--- config.mk ---
export PLATFORM = sky130hd
export DESIGN_NAME = mux_rr_scheduler_flat
export DESIGN_NICKNAME = d
export VERILOG_FILES = /design/src/rtl/mux_rr_scheduler_pkg.sv /design/src/rtl/mux_rr_scheduler_if.sv /design/src/rtl/mux_rr_scheduler_mux.sv /design/src/rtl/mux_rr_scheduler.sv /design/src/flat_wrapper.sv
export SDC_FILE = /design/constraint.sdc
export NUM_CORES = 1
export LEC_CHECK = 0
export CAP_MARGIN = 10
export CELL_PAD_IN_SITES_DETAIL_PLACEMENT = 0
export CELL_PAD_IN_SITES_GLOBAL_PLACEMENT = 2
export CORE_ASPECT_RATIO = 2
export CORE_MARGIN = 1.5
export CORE_UTILIZATION = 20
export CTS_CLUSTER_DIAMETER = 60
export DETAILED_ROUTE_END_ITERATION = 8
export GPL_TIMING_DRIVEN = 0
export PLACE_DENSITY_LB_ADDON = 0.05
export SYNTH_ARGS = -nofsm -noshare
export SYNTH_HDL_FRONTEND = slang
export SYNTH_HIERARCHICAL = 1
export SYNTH_SLANG_ARGS = --single-unit
--- constraint.sdc ---
create_clock -name clk -period 2.6 [get_ports clk]
set_input_delay 0.26 -clock clk [delete_from_list [all_inputs] [get_ports clk]]
set_output_delay 0.26 -clock clk [all_outputs]
set_load 0.03 [all_outputs]
--- src/rtl/mux_rr_scheduler_pkg.sv ---
// Shared constants, types and helpers for the round-robin mux scheduler.
// Imported by the interface, the datapath mux and the scheduler top.
package mux_rr_scheduler_pkg;

    localparam int NUM_REQ   = 4;
    localparam int SEL_W     = 2;
    localparam int CNT_W     = 4;
    localparam int MAX_BURST = 15;

    typedef enum logic {
        IDLE = 1'b0,
        XFER = 1'b1
    } sched_state_e;

    typedef struct packed {
        logic             found;
        logic [SEL_W-1:0] idx;
    } rr_pick_t;

    function automatic logic [NUM_REQ-1:0] sel_to_onehot(input logic [SEL_W-1:0] s);
        return NUM_REQ'(1) << s;
    endfunction

endpackage

--- src/rtl/mux_rr_scheduler_if.sv ---
// Requester/consumer bundle around the scheduler.
// The slave modport is the scheduler's view; master is the surrounding system's view.
interface mux_rr_scheduler_if
    import mux_rr_scheduler_pkg::*;
#(
    parameter int DATA_W = 8
);

    logic [NUM_REQ-1:0] req;
    logic [NUM_REQ-1:0] en_mask;
    logic [DATA_W-1:0]  din_a;
    logic [DATA_W-1:0]  din_b;
    logic [DATA_W-1:0]  din_c;
    logic [DATA_W-1:0]  din_d;
    logic               out_ready;
    logic               out_valid;
    logic [DATA_W-1:0]  out_data;
    logic [SEL_W-1:0]   sel;
    logic [NUM_REQ-1:0] grant;
    logic [NUM_REQ-1:0] ack;
    logic               busy;

    modport slave (
        input  req, en_mask, din_a, din_b, din_c, din_d, out_ready,
        output out_valid, out_data, sel, grant, ack, busy
    );

    modport master (
        output req, en_mask, din_a, din_b, din_c, din_d, out_ready,
        input  out_valid, out_data, sel, grant, ack, busy
    );

endinterface

--- src/rtl/mux_rr_scheduler_mux.sv ---
// Shared 4:1 byte datapath; purely combinational so the selected byte
// appears on the output in the same cycle as the select.
module mux_rr_scheduler_mux
    import mux_rr_scheduler_pkg::*;
#(
    parameter int DATA_W = 8
) (
    input  logic [SEL_W-1:0]  sel_i,
    input  logic [DATA_W-1:0] din_a_i,
    input  logic [DATA_W-1:0] din_b_i,
    input  logic [DATA_W-1:0] din_c_i,
    input  logic [DATA_W-1:0] din_d_i,
    output logic [DATA_W-1:0] data_o
);

    always_comb begin
        data_o = din_a_i;
        unique case (sel_i)
            2'd0:    data_o = din_a_i;
            2'd1:    data_o = din_b_i;
            2'd2:    data_o = din_c_i;
            2'd3:    data_o = din_d_i;
            default: data_o = din_a_i;
        endcase
    end

endmodule

--- src/rtl/mux_rr_scheduler.sv ---
// Round-robin owner of the shared byte mux: picks a requester, holds it through
// valid/ready backpressure, and rotates after a burst or when the owner goes away.
module mux_rr_scheduler
    import mux_rr_scheduler_pkg::*;
#(
    parameter int DATA_W    = 8,
    parameter int BURST_LEN = 1
) (
    input  logic              clk,
    input  logic              rst_n,
    mux_rr_scheduler_if.slave bus
);

    if (BURST_LEN < 1 || BURST_LEN > MAX_BURST) begin : g_bad_burst_len
        $error("mux_rr_scheduler: BURST_LEN must be within 1..15");
    end

    localparam logic [CNT_W-1:0] BURST_LAST = CNT_W'(BURST_LEN - 1);

    sched_state_e       state_q, state_d;
    logic [SEL_W-1:0]   sel_q, sel_d;
    logic [SEL_W-1:0]   ptr_q, ptr_d;
    logic [NUM_REQ-1:0] grant_q, grant_d;
    logic [CNT_W-1:0]   burst_cnt_q, burst_cnt_d;

    logic [NUM_REQ-1:0] eligible;
    logic               handshake;
    logic               owner_done;
    logic               release_owner;
    logic [SEL_W-1:0]   arb_ptr;
    rr_pick_t           pick;
    logic [DATA_W-1:0]  mux_data;

    // Scan from the highest offset down so the offset closest to start wins.
    function automatic rr_pick_t rr_pick(input logic [NUM_REQ-1:0] elig,
                                         input logic [SEL_W-1:0]   start);
        rr_pick_t         res;
        logic [SEL_W-1:0] idx;
        res.found = 1'b0;
        res.idx   = '0;
        for (int i = NUM_REQ - 1; i >= 0; i--) begin
            idx = start + SEL_W'(i);
            if (elig[idx]) begin
                res.found = 1'b1;
                res.idx   = idx;
            end
        end
        return res;
    endfunction

    always_ff @(posedge clk or negedge rst_n) begin
        if (!rst_n) begin
            state_q     <= IDLE;
            sel_q       <= '0;
            ptr_q       <= '0;
            grant_q     <= '0;
            burst_cnt_q <= '0;
        end else begin
            state_q     <= state_d;
            sel_q       <= sel_d;
            ptr_q       <= ptr_d;
            grant_q     <= grant_d;
            burst_cnt_q <= burst_cnt_d;
        end
    end

    // On release, arbitration reuses this cycle's eligible set with the advanced pointer.
    always_comb begin
        eligible      = bus.req & bus.en_mask;
        handshake     = (state_q == XFER) && bus.out_ready;
        owner_done    = (burst_cnt_q == BURST_LAST) || !bus.req[sel_q] || !bus.en_mask[sel_q];
        release_owner = handshake && owner_done;
        arb_ptr       = release_owner ? (sel_q + SEL_W'(1)) : ptr_q;
        pick          = rr_pick(eligible, arb_ptr);

        state_d     = state_q;
        sel_d       = sel_q;
        ptr_d       = ptr_q;
        grant_d     = grant_q;
        burst_cnt_d = burst_cnt_q;

        unique case (state_q)
            IDLE: begin
                if (pick.found) begin
                    state_d     = XFER;
                    sel_d       = pick.idx;
                    grant_d     = sel_to_onehot(pick.idx);
                    burst_cnt_d = '0;
                end
            end
            XFER: begin
                if (handshake) begin
                    if (!release_owner) begin
                        burst_cnt_d = burst_cnt_q + CNT_W'(1);
                    end else begin
                        ptr_d       = arb_ptr;
                        burst_cnt_d = '0;
                        if (pick.found) begin
                            sel_d   = pick.idx;
                            grant_d = sel_to_onehot(pick.idx);
                        end else begin
                            state_d = IDLE;
                            grant_d = '0;
                        end
                    end
                end
            end
            default: state_d = IDLE;
        endcase
    end

    always_comb begin
        bus.out_valid = (state_q == XFER);
        bus.busy      = (state_q == XFER);
        bus.sel       = sel_q;
        bus.grant     = grant_q;
        bus.ack       = grant_q & {NUM_REQ{(state_q == XFER) && bus.out_ready}};
        bus.out_data  = mux_data;
    end

    mux_rr_scheduler_mux #(
        .DATA_W (DATA_W)
    ) u_mux (
        .sel_i   (sel_q),
        .din_a_i (bus.din_a),
        .din_b_i (bus.din_b),
        .din_c_i (bus.din_c),
        .din_d_i (bus.din_d),
        .data_o  (mux_data)
    );

endmodule

--- src/flat_wrapper.sv ---
// flat-port wrapper written by rule: the top's interface ports become plain ports
module mux_rr_scheduler_flat import mux_rr_scheduler_pkg::*;
#(
    parameter int DATA_W    = 8,
    parameter int BURST_LEN = 1
)
  (clk, rst_n, bus_req, bus_en_mask, bus_din_a, bus_din_b, bus_din_c, bus_din_d, bus_out_ready, bus_out_valid, bus_out_data, bus_sel, bus_grant, bus_ack, bus_busy);
  mux_rr_scheduler_if #(.DATA_W(DATA_W)) bus_i ();
  input  logic clk;
  input  logic rst_n;
  input wire logic [$bits(bus_i.req)-1:0] bus_req;
  input wire logic [$bits(bus_i.en_mask)-1:0] bus_en_mask;
  input wire logic [$bits(bus_i.din_a)-1:0] bus_din_a;
  input wire logic [$bits(bus_i.din_b)-1:0] bus_din_b;
  input wire logic [$bits(bus_i.din_c)-1:0] bus_din_c;
  input wire logic [$bits(bus_i.din_d)-1:0] bus_din_d;
  input wire logic [$bits(bus_i.out_ready)-1:0] bus_out_ready;
  output wire logic [$bits(bus_i.out_valid)-1:0] bus_out_valid;
  output wire logic [$bits(bus_i.out_data)-1:0] bus_out_data;
  output wire logic [$bits(bus_i.sel)-1:0] bus_sel;
  output wire logic [$bits(bus_i.grant)-1:0] bus_grant;
  output wire logic [$bits(bus_i.ack)-1:0] bus_ack;
  output wire logic [$bits(bus_i.busy)-1:0] bus_busy;
  assign bus_i.req = bus_req;
  assign bus_i.en_mask = bus_en_mask;
  assign bus_i.din_a = bus_din_a;
  assign bus_i.din_b = bus_din_b;
  assign bus_i.din_c = bus_din_c;
  assign bus_i.din_d = bus_din_d;
  assign bus_i.out_ready = bus_out_ready;
  assign bus_out_valid = bus_i.out_valid;
  assign bus_out_data = bus_i.out_data;
  assign bus_sel = bus_i.sel;
  assign bus_grant = bus_i.grant;
  assign bus_ack = bus_i.ack;
  assign bus_busy = bus_i.busy;
  mux_rr_scheduler #(.DATA_W(DATA_W), .BURST_LEN(BURST_LEN)) u_core (.clk(clk), .rst_n(rst_n), .bus(bus_i));
endmodule
# After elaboration in Yosys (flattened, before gate mapping)
# Cells that the tools add are included.
[totals]
regBits = 13
latchBits = 0
ram_bits = 0
romBits = 0
inputBits = 43
out_inout_bits = 20
elab_cells = 72
memories = 0
[classes]
n_addsub = 5
n_mul = 0
div = 0
order_cmp = 5
n_eq_ne = 6
n_shift = 1
mux = 35
n_bitwise = 3
n_reduce_logical = 12
[ops]
columns = ["op", "n"]
rows = [
  ["8-bit case mux with 4 select lines", 1],
  ["4-bit two-way mux", 7],
  ["4-bit case mux with 2 select lines", 2],
  ["2-bit by 3-bit less-than comparator with 1-bit output, second input constant", 5],
  ["1-bit binary-select mux with 2-bit select", 6],
  ["3-bit two-way mux", 4],
  ["1-bit two-way mux", 9],
  ["4-bit AND", 2],
  ["2-bit two-way mux", 4],
  ["3-bit AND reduction", 2],
  ["2-bit by 1-bit adder with 2-bit output, second input constant", 2],
  ["2-bit adder, second input constant", 2],
  ["4-bit by 1-bit adder with 4-bit output, second input constant", 1],
  ["2-bit == test, second input constant", 2],
  ["4-bit logical NOT", 1],
  ["2-bit inequality test, second input constant", 2],
  ["2-bit case mux with 2 select lines", 1],
  ["2-bit AND reduction", 2],
  ["1-bit by 2-bit << shifter with 4-bit output, first input constant", 1],
  ["2-bit by 1-bit == test with 1-bit output, second input constant", 1],
  ["1-bit logical AND", 2],
  ["1-bit logical NOT", 2],
  ["2-bit logical NOT", 1],
  ["1-bit logical OR", 2],
  ["other kinds (3)", 3],
]

# Logic depth before layout (Yosys ltp)
# Gate-level depths: netlist (run 1).
[depth]
depth_word = 19
depth_mapped = 9
depth_no_buf = 9

# Modules after synthesis
# The synthesis (run 1) kept the hierarchy.
[modules_own_cells]
columns = ["module", "n_inst", "cells_per_inst", "area_per_inst_um2", "seq_area_each_um2"]
rows = [
  ["mux_rr_scheduler", 1, 82, 797.0, 325.3],
  ["mux_rr_scheduler_mux", 1, 10, 196.4, 0.0],
]

# Least setup slack after synthesis (run 1)
# OpenSTA, ideal clock, no wires.
[synth_path]
kind = "register to register"
from = "reg u_core.sel_q[1] (netlist: u_core/bus.sel[1])"
to = "reg u_core.grant_q[0] (netlist: u_core/bus.grant[0])"
setup_ns = 0.122
arrival_ns = 2.416
setup_slack_ns = 0.062
path_stages_with_launch = 8
cell_sequence = "dfrtp_1 nor2b_1 a221o_2 o21bai_4 mux2_4 or3_1 and4_4 a32o_1"
[synth_via]
elab_chain_cells = 19
[synth_lines]
columns = ["item", "line_no", "source"]
rows = [
  ["start, declared", "mux_rr_scheduler.sv:21", "logic [SEL_W-1:0] sel_q, sel_d;"],
  ["start signal, assigned", "mux_rr_scheduler.sv:60", "sel_q <= sel_d;"],
  ["1-bit binary-select mux with 2-bit select", "mux_rr_scheduler.sv:71", "owner_done = (burst_cnt_q == BURST_LAST) || !bus.req[sel_q] || !bus.en_mask[sel_q];"],
  ["1-bit two-way mux (implied by the code)", "mux_rr_scheduler.sv:71", ""],
  ["1-bit logical NOT", "mux_rr_scheduler.sv:71", ""],
  ["1-bit logical OR (2 in a row)", "mux_rr_scheduler.sv:71", ""],
  ["1-bit logical AND", "mux_rr_scheduler.sv:72", "release_owner = handshake && owner_done;"],
  ["2-bit two-way mux", "mux_rr_scheduler.sv:73", "arb_ptr = release_owner ? (sel_q + SEL_W'(1)) : ptr_q;"],
  ["2-bit adder", "mux_rr_scheduler.sv:42", "idx = start + SEL_W'(i);"],
  ["1-bit binary-select mux with 2-bit select", "mux_rr_scheduler.sv:43", "if (elig[idx]) begin"],
  ["1-bit two-way mux (implied by the code)", "mux_rr_scheduler.sv:43", ""],
  ["3-bit two-way mux (4 in a row)", "mux_rr_scheduler.sv:43", ""],
  ["1-bit by 2-bit << shifter with 4-bit output", "mux_rr_scheduler_pkg.sv:21", "return NUM_REQ'(1) << s;"],
  ["4-bit two-way mux", "mux_rr_scheduler.sv:98", "if (pick.found) begin"],
  ["4-bit two-way mux", "mux_rr_scheduler.sv:93", "if (!release_owner) begin"],
  ["4-bit two-way mux", "mux_rr_scheduler.sv:92", "if (handshake) begin"],
  ["4-bit case mux with 2 select lines", "mux_rr_scheduler.sv:82", "unique case (state_q)"],
  ["end signal, assigned", "mux_rr_scheduler.sv:62", "grant_q <= grant_d;"],
  ["end, declared", "mux_rr_scheduler.sv:23", "logic [NUM_REQ-1:0] grant_q, grant_d;"],
]
# Several ways; a longest one is shown, not always the timed one. The select of a mux whose other input is x is not followed.
# A chain may end at the register's enable or synchronous reset.

# Final worst setup path (run 1)
[layout_path]
from = "reg u_core.burst_cnt_q[0]"
to = "reg u_core.grant_q[3] (netlist: u_core/bus.grant[3])"
[layout_via]
elab_chain_cells = 17
[layout_lines]
columns = ["item", "line_no", "source"]
rows = [
  ["start, declared", "mux_rr_scheduler.sv:24", "logic [CNT_W-1:0] burst_cnt_q, burst_cnt_d;"],
  ["start signal, assigned", "mux_rr_scheduler.sv:63", "burst_cnt_q <= burst_cnt_d;"],
  ["4-bit logical NOT (*)", "mux_rr_scheduler.sv:71", ""],
  ["1-bit logical OR (*) (2 in a row)", "mux_rr_scheduler.sv:71", ""],
  ["1-bit logical AND (*)", "mux_rr_scheduler.sv:72", ""],
  ["2-bit two-way mux", "mux_rr_scheduler.sv:73", ""],
  ["2-bit adder", "mux_rr_scheduler.sv:42", ""],
  ["1-bit binary-select mux with 2-bit select", "mux_rr_scheduler.sv:43", ""],
  ["1-bit two-way mux (implied by the code)", "mux_rr_scheduler.sv:43", ""],
  ["3-bit two-way mux (4 in a row)", "mux_rr_scheduler.sv:43", ""],
  ["1-bit by 2-bit << shifter with 4-bit output", "mux_rr_scheduler_pkg.sv:21", ""],
  ["4-bit two-way mux", "mux_rr_scheduler.sv:98", ""],
  ["4-bit two-way mux", "mux_rr_scheduler.sv:93", ""],
  ["4-bit two-way mux", "mux_rr_scheduler.sv:92", ""],
  ["4-bit case mux with 2 select lines", "mux_rr_scheduler.sv:82", ""],
]
# Mark *: on every way between the ends. The rest lies on a longest branch, timed or not. The select of a mux whose other input is x is not followed.

==> impl_table.tex, run 1 <==
\begin{tabular}{lr}
\hline
Metric & Value \\
\hline
\multicolumn{2}{l}{\textbf{Clocking}} \\
\quad CTS tree & built \\
\quad Worst-path clk slew & 0.06 ns \\
\quad CTS Hold Buffers Added & 0 \\
\quad Later-pin clock latency in the skew report & 0.24 ns \\
\quad Clock root buffer & clkbuf\_8 \\
\quad Buffer depth of the longest clock path & 2 \\
\quad H-tree levels & 1 \\
\quad Total CTS buffers & 3 \\
\quad TritonCTS sink count & 13 \\
\multicolumn{2}{l}{\textbf{Power and ir drop}} \\
\quad Ratio of total power to cell area & 696 nW/µm² \\
\quad Leakage power & 0.759 nW \\
\quad Peak ir drop on the vdd network & 478 µV \\
\multicolumn{2}{l}{\textbf{STA}} \\
\quad Accumulated negative setup slack & 0 ns \\
\quad Skew final & 0.00119 ns \\
\quad Setup Viol. Count Final & 0 \\
\quad Slew headroom & 0.554 \\
\quad Final worst setup slack & 0.0668 ns \\
\quad Post-route clock period utilization & 0.974 \\
\quad Final max-slew violation count & 0 \\
\quad Post-layout minimum cycle time & 2.53 ns \\
\quad FMAX & 395 MHz \\
\quad Transition time at the pin with the least slew margin & 0.662 ns \\
\quad Final hold vios & 0 \\
\multicolumn{2}{l}{\textbf{Worst setup path}} \\
\quad Worst Setup End Kind & register \\
\quad CP delay by family, top & compound AO/OA/AOI/OAI gates \\
\quad Category of the worst setup path launch point & register \\
\quad Critical-path maximum fanout & 7 \\
\quad Stage delay of the slowest cell on the critical path & 0.38 ns \\
\quad Crit-path slowest cell & dfrtp\_1 \\
\quad Startpoint-to-endpoint class of the critical path & reg -> reg \\
\quad Length in cells of the worst reg-to-reg path & 11 \\
\quad Crit path buffers/inverters & 3 \\
\quad List of cells traversed by the critical path & inv\_2 > ha\_2 > nor3b\_4 > a221o\_2 > o21bai\_4 > mux2\_4 > buf\_6 > mux2i\_1 > o211ai\_2 > buf\_4 > o31ai\_4 \\
\quad Number of cells on the critical path & 11 \\
\quad Required @ worst endpoint & 2.73 ns \\
\quad Signal arrival time at the worst endpoint & 2.66 ns \\
\multicolumn{2}{l}{\textbf{Route}} \\
\quad Post-route DRC violation count & 0 \\
\quad Met3 Routed Length & 95 µm \\
\quad Average routed wire per standard cell & 17.4 µm \\
\quad Number of vias after detailed routing & 1026 \\
\quad Uppermost signal routing layer after detailed routing & met4 \\
\quad Iteration count of the initial detailed-routing pass & 4 \\
\quad WL met1 & 1150 µm \\
\quad Detail Route Antenna Nets & 0 \\
\quad WL final & 3870 µm \\
\quad Via count normalized by instance count & 4.60 \\
\quad Number of DRC markers after the initial detailed-route iteration & 11 \\
\quad Metal2 WL & 2570 µm \\
\multicolumn{2}{l}{\textbf{Synthesis}} \\
\quad Mapped Cells & 92 \\
\quad Share of synthesized area occupied by flip-flops and latches & 0.327 \\
\quad Synth Area per Inst & 10.8 µm² \\
\quad Synth Register Bits & 13 \\
\quad Yosys Warn Count & 6 \\
\quad Synth top area cells & dfrtp\_1 (33\%), mux4\_2 (18\%), nand2\_1 (5.7\%) \\
\quad Nets in the synthesized netlist & 137 \\
\quad Post-synthesis instance area & 993 µm² \\
\quad Cell with the most instances after synthesis & nand2\_1 \\
\quad Cell variety after synth & 36 \\
\quad Cell type with the highest aggregate area in the netlist & dfrtp\_1 \\
\quad Commonest cells in the synthesized netlist & nand2\_1 (15), dfrtp\_1 (13), mux4\_2 (8) \\
\quad Async SR Flop Fraction & 1.00 \\
\quad Share of the synthesized area in the top cell type & 0.327 \\
\quad Most used flip-flop cell after synthesis & dfrtp\_1 \\
\quad EDFF count, synth & 0 \\
\multicolumn{2}{l}{\textbf{Cells and area}} \\
\quad Number of diodes added for antenna fixing & 0 \\
\quad Design Area, Final & 1830 µm² \\
\quad Count of filler cells inserted in the layout & 495 \\
\quad Share of layout cells above drive strength 1 & 0.235 \\
\quad Area growth from synthesis to layout & 84.1\% \\
\quad Number of nets in the layout & 212 \\
\multicolumn{2}{l}{\textbf{Floorplanning}} \\
\quad Number of top-level pins & 63 \\
\quad Die Area & 5420 µm² \\
\quad Die span in x & 52.8 µm \\
\quad Die Height & 103 µm \\
\quad Core ar. & 4820 µm² \\
\quad Starting Density & 0.206 \\
\quad Number of standard-cell rows in the floorplan & 36 \\
\multicolumn{2}{l}{\textbf{Run status}} \\
\quad Outcome & finished clean \\
\multicolumn{2}{l}{\textbf{Global route}} \\
\quad Via count of the first global-routing pass & 1090 \\
\quad Pin count of the biggest net entering global routing & 14 \\
\quad Antenna violations before repair & 0 \\
\quad Overall overflow remaining after global route & 0 \\
\quad Overall global routing resource usage & 0.143 \\
\quad First-pass GRT wire length & 5470 µm \\
\multicolumn{2}{l}{\textbf{Min path}} \\
\quad Type of the most critical hold path & in -> async \\
\multicolumn{2}{l}{\textbf{Placement}} \\
\quad Routability Congestion & 0.678 \\
\quad Area of placed instances & 1690 µm² \\
\quad Port buffer count & 62 \\
\quad Setup WS pre-CTS & -0.188 ns \\
\quad Half-perimeter wire length after placement & 3230 µm \\
\multicolumn{2}{l}{\textbf{Job}} \\
\quad Number of max-cap violations & 0 \\
\hline
\end{tabular}
repair_timing:
item / CTS / global route
hold endpoints to repair: 0 / 0
setup buffers: 0 / 8
setup endpoints to repair: 0 / 3
resized for setup: 0 / 10
flip-flops by register name, summed over array words and instances (netlist names):
signal and count:
u_core/bus.sel 2, u_core/bus.busy 1, u_core/bus.grant 4, u_core/ptr_q 2, u_core/burst_cnt_q 4
cell families after synthesis:
family                     synth area share
AOI/OAI and AO/OA                     0.139
xor gates and xnor gates             0.0265
adders and majority gates            0.0252
buffers and inverters                0.0504
DFF                                   0.327
muxes                                 0.239
and+or+nand+nor                       0.193
path summary, 6_finish.rpt:
| kind | from | to | slack (ns) |
|---|---|---|---|
| hold / removal | rst_n | u_core/bus.busy$_DFF_PN0_ | 0.41 |
| setup / recovery | u_core/burst_cnt_q[0]$_DFFE_PN0P_ | u_core/bus.grant[3]$_DFFE_PN0P_ | 0.07 |
| setup reg to reg | u_core/burst_cnt_q[0]$_DFFE_PN0P_ | u_core/bus.grant[3]$_DFFE_PN0P_ | 0.07 |
| min in group clk | u_core/bus.grant[1]$_DFFE_PN0P_ | u_core/bus.grant[1]$_DFFE_PN0P_ | 0.52 |
| hold reg to reg | u_core/bus.grant[1]$_DFFE_PN0P_ | u_core/bus.grant[1]$_DFFE_PN0P_ | 0.52 |
| max in group asynchronous | rst_n | u_core/bus.sel[1]$_DFFE_PN0P_ | 1.74 |
where the power goes:
group	internal, mW	leakage [nW]	switching (mW)	total [mW]
registers	0.244	0.167	0.0467	0.290
clock network	0.106	0.0255	0.0791	0.185
logic	0.396	0.567	0.401	0.797
total	0.746	0.759	0.527	1.27
per-layer routing:
| layer | global-route usage | vias to the layer above |
|---|---|---|
| met1 | 0.129 | 499 |
| met2 | 0.298 | 28 |
| met5 | 0 | - |
| met4 | 0.0552 | 0 |
| met3 | 0.0174 | 4 |
| li1 | - | 495 |
through the flow:
step	total power [mW]	hold slack (ns)	std cells	utilization
3_5_place_dp	1.06	0.507	211	0.350
6_report	1.27	0.413	223	0.380
4_1_cts	1.25	0.443	215	0.359
2_1_floorplan	0.741	-0.0356	92	-
5_1_grt	1.36	0.464	223	0.380
3_3_place_gp	1.05	0.497	211	0.350
area by class of cell:
type	instances	area (µm²)	area share
well taps	57	71.3	0.0390
inverters	4	15.0	0.00821
clock inverters	1	5.00	0.00274
repair buffers	70	684	0.374
flip-flops and latches	13	327	0.179
multi-input cells	71	651	0.356
clock buffers	3	41.3	0.0226
plain buffers	4	35.0	0.0192
cells in the final DEF (no fill, tap or decap), drive strengths merged, types with 3 or more instances in the layout:
cell type	n
mux4	8
buf	11
mux2	3
clkbuf	4
clkdlybuf4s50	62
inv	4
dfrtp	13
nand2	15
nand4	3
nand3	4
o21ai	5
and3	4
Power figures use the tool's default switching activity.
==> run 2, diff against run 1 <==
CTS_CLUSTER_DIAMETER = 40   (was 60)
==> results of run 2 <==
No change in the layout: final DEF, timing and power equal those of run 1.
==> run 3, diff against run 2 <==
CORE_MARGIN = 2   (was 1.5)
CORE_UTILIZATION = 18   (was 20)
clock period = 2.2 ns   (was 2.6 ns; I/O delays follow)
==> run 3 against run 2 <==
  * The run now ends with negative setup slack left
  * Critical endpoint is now u_core/bus.grant[0]$_DFFE_PN0P_
  * Clock-buffer cell count grew 1
  * Sequential power up 19%
  * Fmax grew 5.6%
  * Global-route usage shrank 1.2 points
  * Combinational power grew 14%
==> impl_table.tex, run 3 (synthesized netlist as in run 1, its figures left out) <==
\begin{tabular}{lr}
\hline
Metric & Value \\
\hline
\multicolumn{2}{l}{\textbf{Placement}} \\
\quad Half-perimeter wire length after placement & 3290 µm \\
\quad Cells after DPL & 214 \\
\quad Port buffer count & 62 \\
\quad Setup WS pre-CTS & -0.449 ns \\
\quad Area of placed instances & 1690 µm² \\
\quad Routability Congestion & 0.690 \\
\multicolumn{2}{l}{\textbf{STA}} \\
\quad Skew final & 0.00212 ns \\
\quad Final hold vios & 0 \\
\quad Final worst setup slack & -0.199 ns \\
\quad Setup Viol. Count Final & 6 \\
\quad Slew headroom & 0.561 \\
\quad Final max-slew violation count & 0 \\
\quad Post-route clock period utilization & 1.09 \\
\quad Post-layout minimum cycle time & 2.40 ns \\
\quad FMAX & 417 MHz \\
\quad Setup repair after global routing missed its margin & true \\
\quad Transition time at the pin with the least slew margin & 0.651 ns \\
\multicolumn{2}{l}{\textbf{Global route}} \\
\quad Antenna violations before repair & 0 \\
\quad First-pass GRT wire length & 6000 µm \\
\quad Global routing usage on met3 & 0.0237 \\
\quad Overall overflow remaining after global route & 0 \\
\quad Via count of the first global-routing pass & 1152 \\
\quad Pin count of the biggest net entering global routing & 14 \\
\quad Grt met1 use & 0.109 \\
\quad Met2 GRT Util & 0.285 \\
\quad Busiest layer in global routing & met2 \\
\quad Overall global routing resource usage & 0.131 \\
\multicolumn{2}{l}{\textbf{Route}} \\
\quad Post-route DRC violation count & 0 \\
\quad Via count normalized by instance count & 4.53 \\
\quad Iteration count of the initial detailed-routing pass & 4 \\
\quad Detail Route Antenna Nets & 0 \\
\quad Average routed wire per standard cell & 17.3 µm \\
\quad Number of DRC markers after the initial detailed-route iteration & 21 \\
\quad Number of vias after detailed routing & 1029 \\
\quad WL final & 3940 µm \\
\multicolumn{2}{l}{\textbf{Floorplanning}} \\
\quad Die Area & 6170 µm² \\
\quad Die span in x & 56.5 µm \\
\quad Number of standard-cell rows in the floorplan & 38 \\
\quad Core ar. & 5370 µm² \\
\quad Starting Density & 0.185 \\
\quad Die Height & 109 µm \\
\quad Number of top-level pins & 63 \\
\multicolumn{2}{l}{\textbf{Cells and area}} \\
\quad Most common cell after layout, fill and taps aside & clkdlybuf4s50\_1 \\
\quad Number of diodes added for antenna fixing & 0 \\
\quad Design Area, Final & 1850 µm² \\
\quad Core Util, Final & 0.345 \\
\quad Non-filler instance count after layout & 227 \\
\quad Count of filler cells inserted in the layout & 581 \\
\quad Commonest cells after routing, fill and taps aside & clkdlybuf4s50\_1 (54), nand2\_1 (15), dfrtp\_1 (11) \\
\quad Area growth from synthesis to layout & 86.5\% \\
\quad Number of nets in the layout & 213 \\
\quad Share of layout cells above drive strength 1 & 0.263 \\
\multicolumn{2}{l}{\textbf{Power and ir drop}} \\
\quad Leakage power & 0.779 nW \\
\quad Peak ir drop on the vdd network & 403 µV \\
\quad Clock Power Share & 0.145 \\
\quad Internal power component & 0.848 mW \\
\quad Switching power as a share of total power & 0.423 \\
\quad Power dissipated by switching net loads & 0.621 mW \\
\quad Logic pwr share & 0.620 \\
\quad Seq pwr share & 0.235 \\
\quad Ratio of total power to cell area & 792 nW/µm² \\
\quad Total power after layout & 1.47 mW \\
\multicolumn{2}{l}{\textbf{Worst setup path}} \\
\quad Worst Setup End Kind & register \\
\quad Signal arrival time at the worst endpoint & 2.53 ns \\
\quad Crit-path slowest cell & dfrtp\_1 \\
\quad CP delay by family, top & compound AO/OA/AOI/OAI gates \\
\quad Category of the worst setup path launch point & register \\
\quad Required @ worst endpoint & 2.33 ns \\
\quad Crit path buffers/inverters & 1 \\
\quad Stage delay of the slowest cell on the critical path & 0.36 ns \\
\quad Critical-path maximum fanout & 5 \\
\quad Startpoint-to-endpoint class of the critical path & reg -> reg \\
\quad List of cells traversed by the critical path & inv\_2 > ha\_4 > nor3b\_4 > a221o\_2 > o21bai\_4 > mux2\_4 > or3\_4 > and4\_4 > a32o\_1 \\
\multicolumn{2}{l}{\textbf{Clocking}} \\
\quad Buffer depth of the longest clock path & 2 \\
\quad Total CTS buffers & 3 \\
\quad Clock root buffer & clkbuf\_8 \\
\quad Later-pin clock latency in the skew report & 0.24 ns \\
\quad CTS Hold Buffers Added & 0 \\
\quad TritonCTS sink count & 13 \\
\quad H-tree levels & 1 \\
\quad CTS tree & built \\
\quad Worst-path clk slew & 0.06 ns \\
\multicolumn{2}{l}{\textbf{Run status}} \\
\quad Failing checks & negative setup slack \\
\quad Outcome & finished, violations left \\
\multicolumn{2}{l}{\textbf{Job}} \\
\quad Number of max-cap violations & 0 \\
\multicolumn{2}{l}{\textbf{Min path}} \\
\quad Type of the most critical hold path & in -> async \\
\hline
\end{tabular}
==> run 3: final timing paths <==
path                                                     end  depth (start not counted)  slack, ns                              start
max                          u_core/bus.grant[0]$_DFFE_PN0P_                          9      -0.20  u_core/burst_cnt_q[0]$_DFFE_PN0P_
min                        u_core/burst_cnt_q[1]$_DFFE_PN0P_                          1       0.37                              rst_n
max reg2reg                  u_core/bus.grant[0]$_DFFE_PN0P_                          9      -0.20  u_core/burst_cnt_q[0]$_DFFE_PN0P_
min reg2reg                  u_core/bus.grant[3]$_DFFE_PN0P_                          2       0.53    u_core/bus.grant[3]$_DFFE_PN0P_
max in group asynchronous      u_core/bus.sel[1]$_DFFE_PN0P_                          1       1.38                              rst_n
min in group clk             u_core/bus.grant[3]$_DFFE_PN0P_                          2       0.53    u_core/bus.grant[3]$_DFFE_PN0P_
==> run 3: layer usage <==
| metal | part of all wire | wire (µm) |
|---|---|---|
| met1 | 0.30 | 1200 |
| met2 | 0.64 | 2520 |
| met3 | 0.028 | 109 |
| met4 | 0.027 | 106 |
| met5 | 0 | 0 |
==> run 3: what timing repair did <==
item                       4_1_cts  5_1_grt
cloned                           0        0
setup buffers                    6        3
pin swaps                        6        3
setup endpoints to repair       14        6
resized for setup               15        6
==> run 3: cell type report <==
type,instances,area [µm²],area share
clock buffers,4,45.0,0.0243
well taps,60,75.1,0.0405
multi-input cells,71,677,0.365
inverters,4,15.0,0.00810
repair buffers,71,678,0.366
plain buffers,4,35.0,0.0189
flip-flops and latches,13,328,0.177
==> run 3: metrics by stage <==
stage                     TNS, ns  hold slack, ns
after floorplan            -0.471         -0.0756
after global placement      -2.39           0.508
after detailed placement    -2.41           0.522
after CTS                  -0.707           0.388
after global routing        -1.32           0.416
final                      -0.864           0.374
==> run 3: power groups by stage <==
stage,Clock [mW],Combinational [mW],Sequential [mW]
finish,0.213,0.911,0.345
global route,0.240,0.972,0.351
CTS,0.221,0.901,0.347
detailed placement,0,0.911,0.350
global placement,0,0.904,0.348
floorplan,0,0.479,0.399
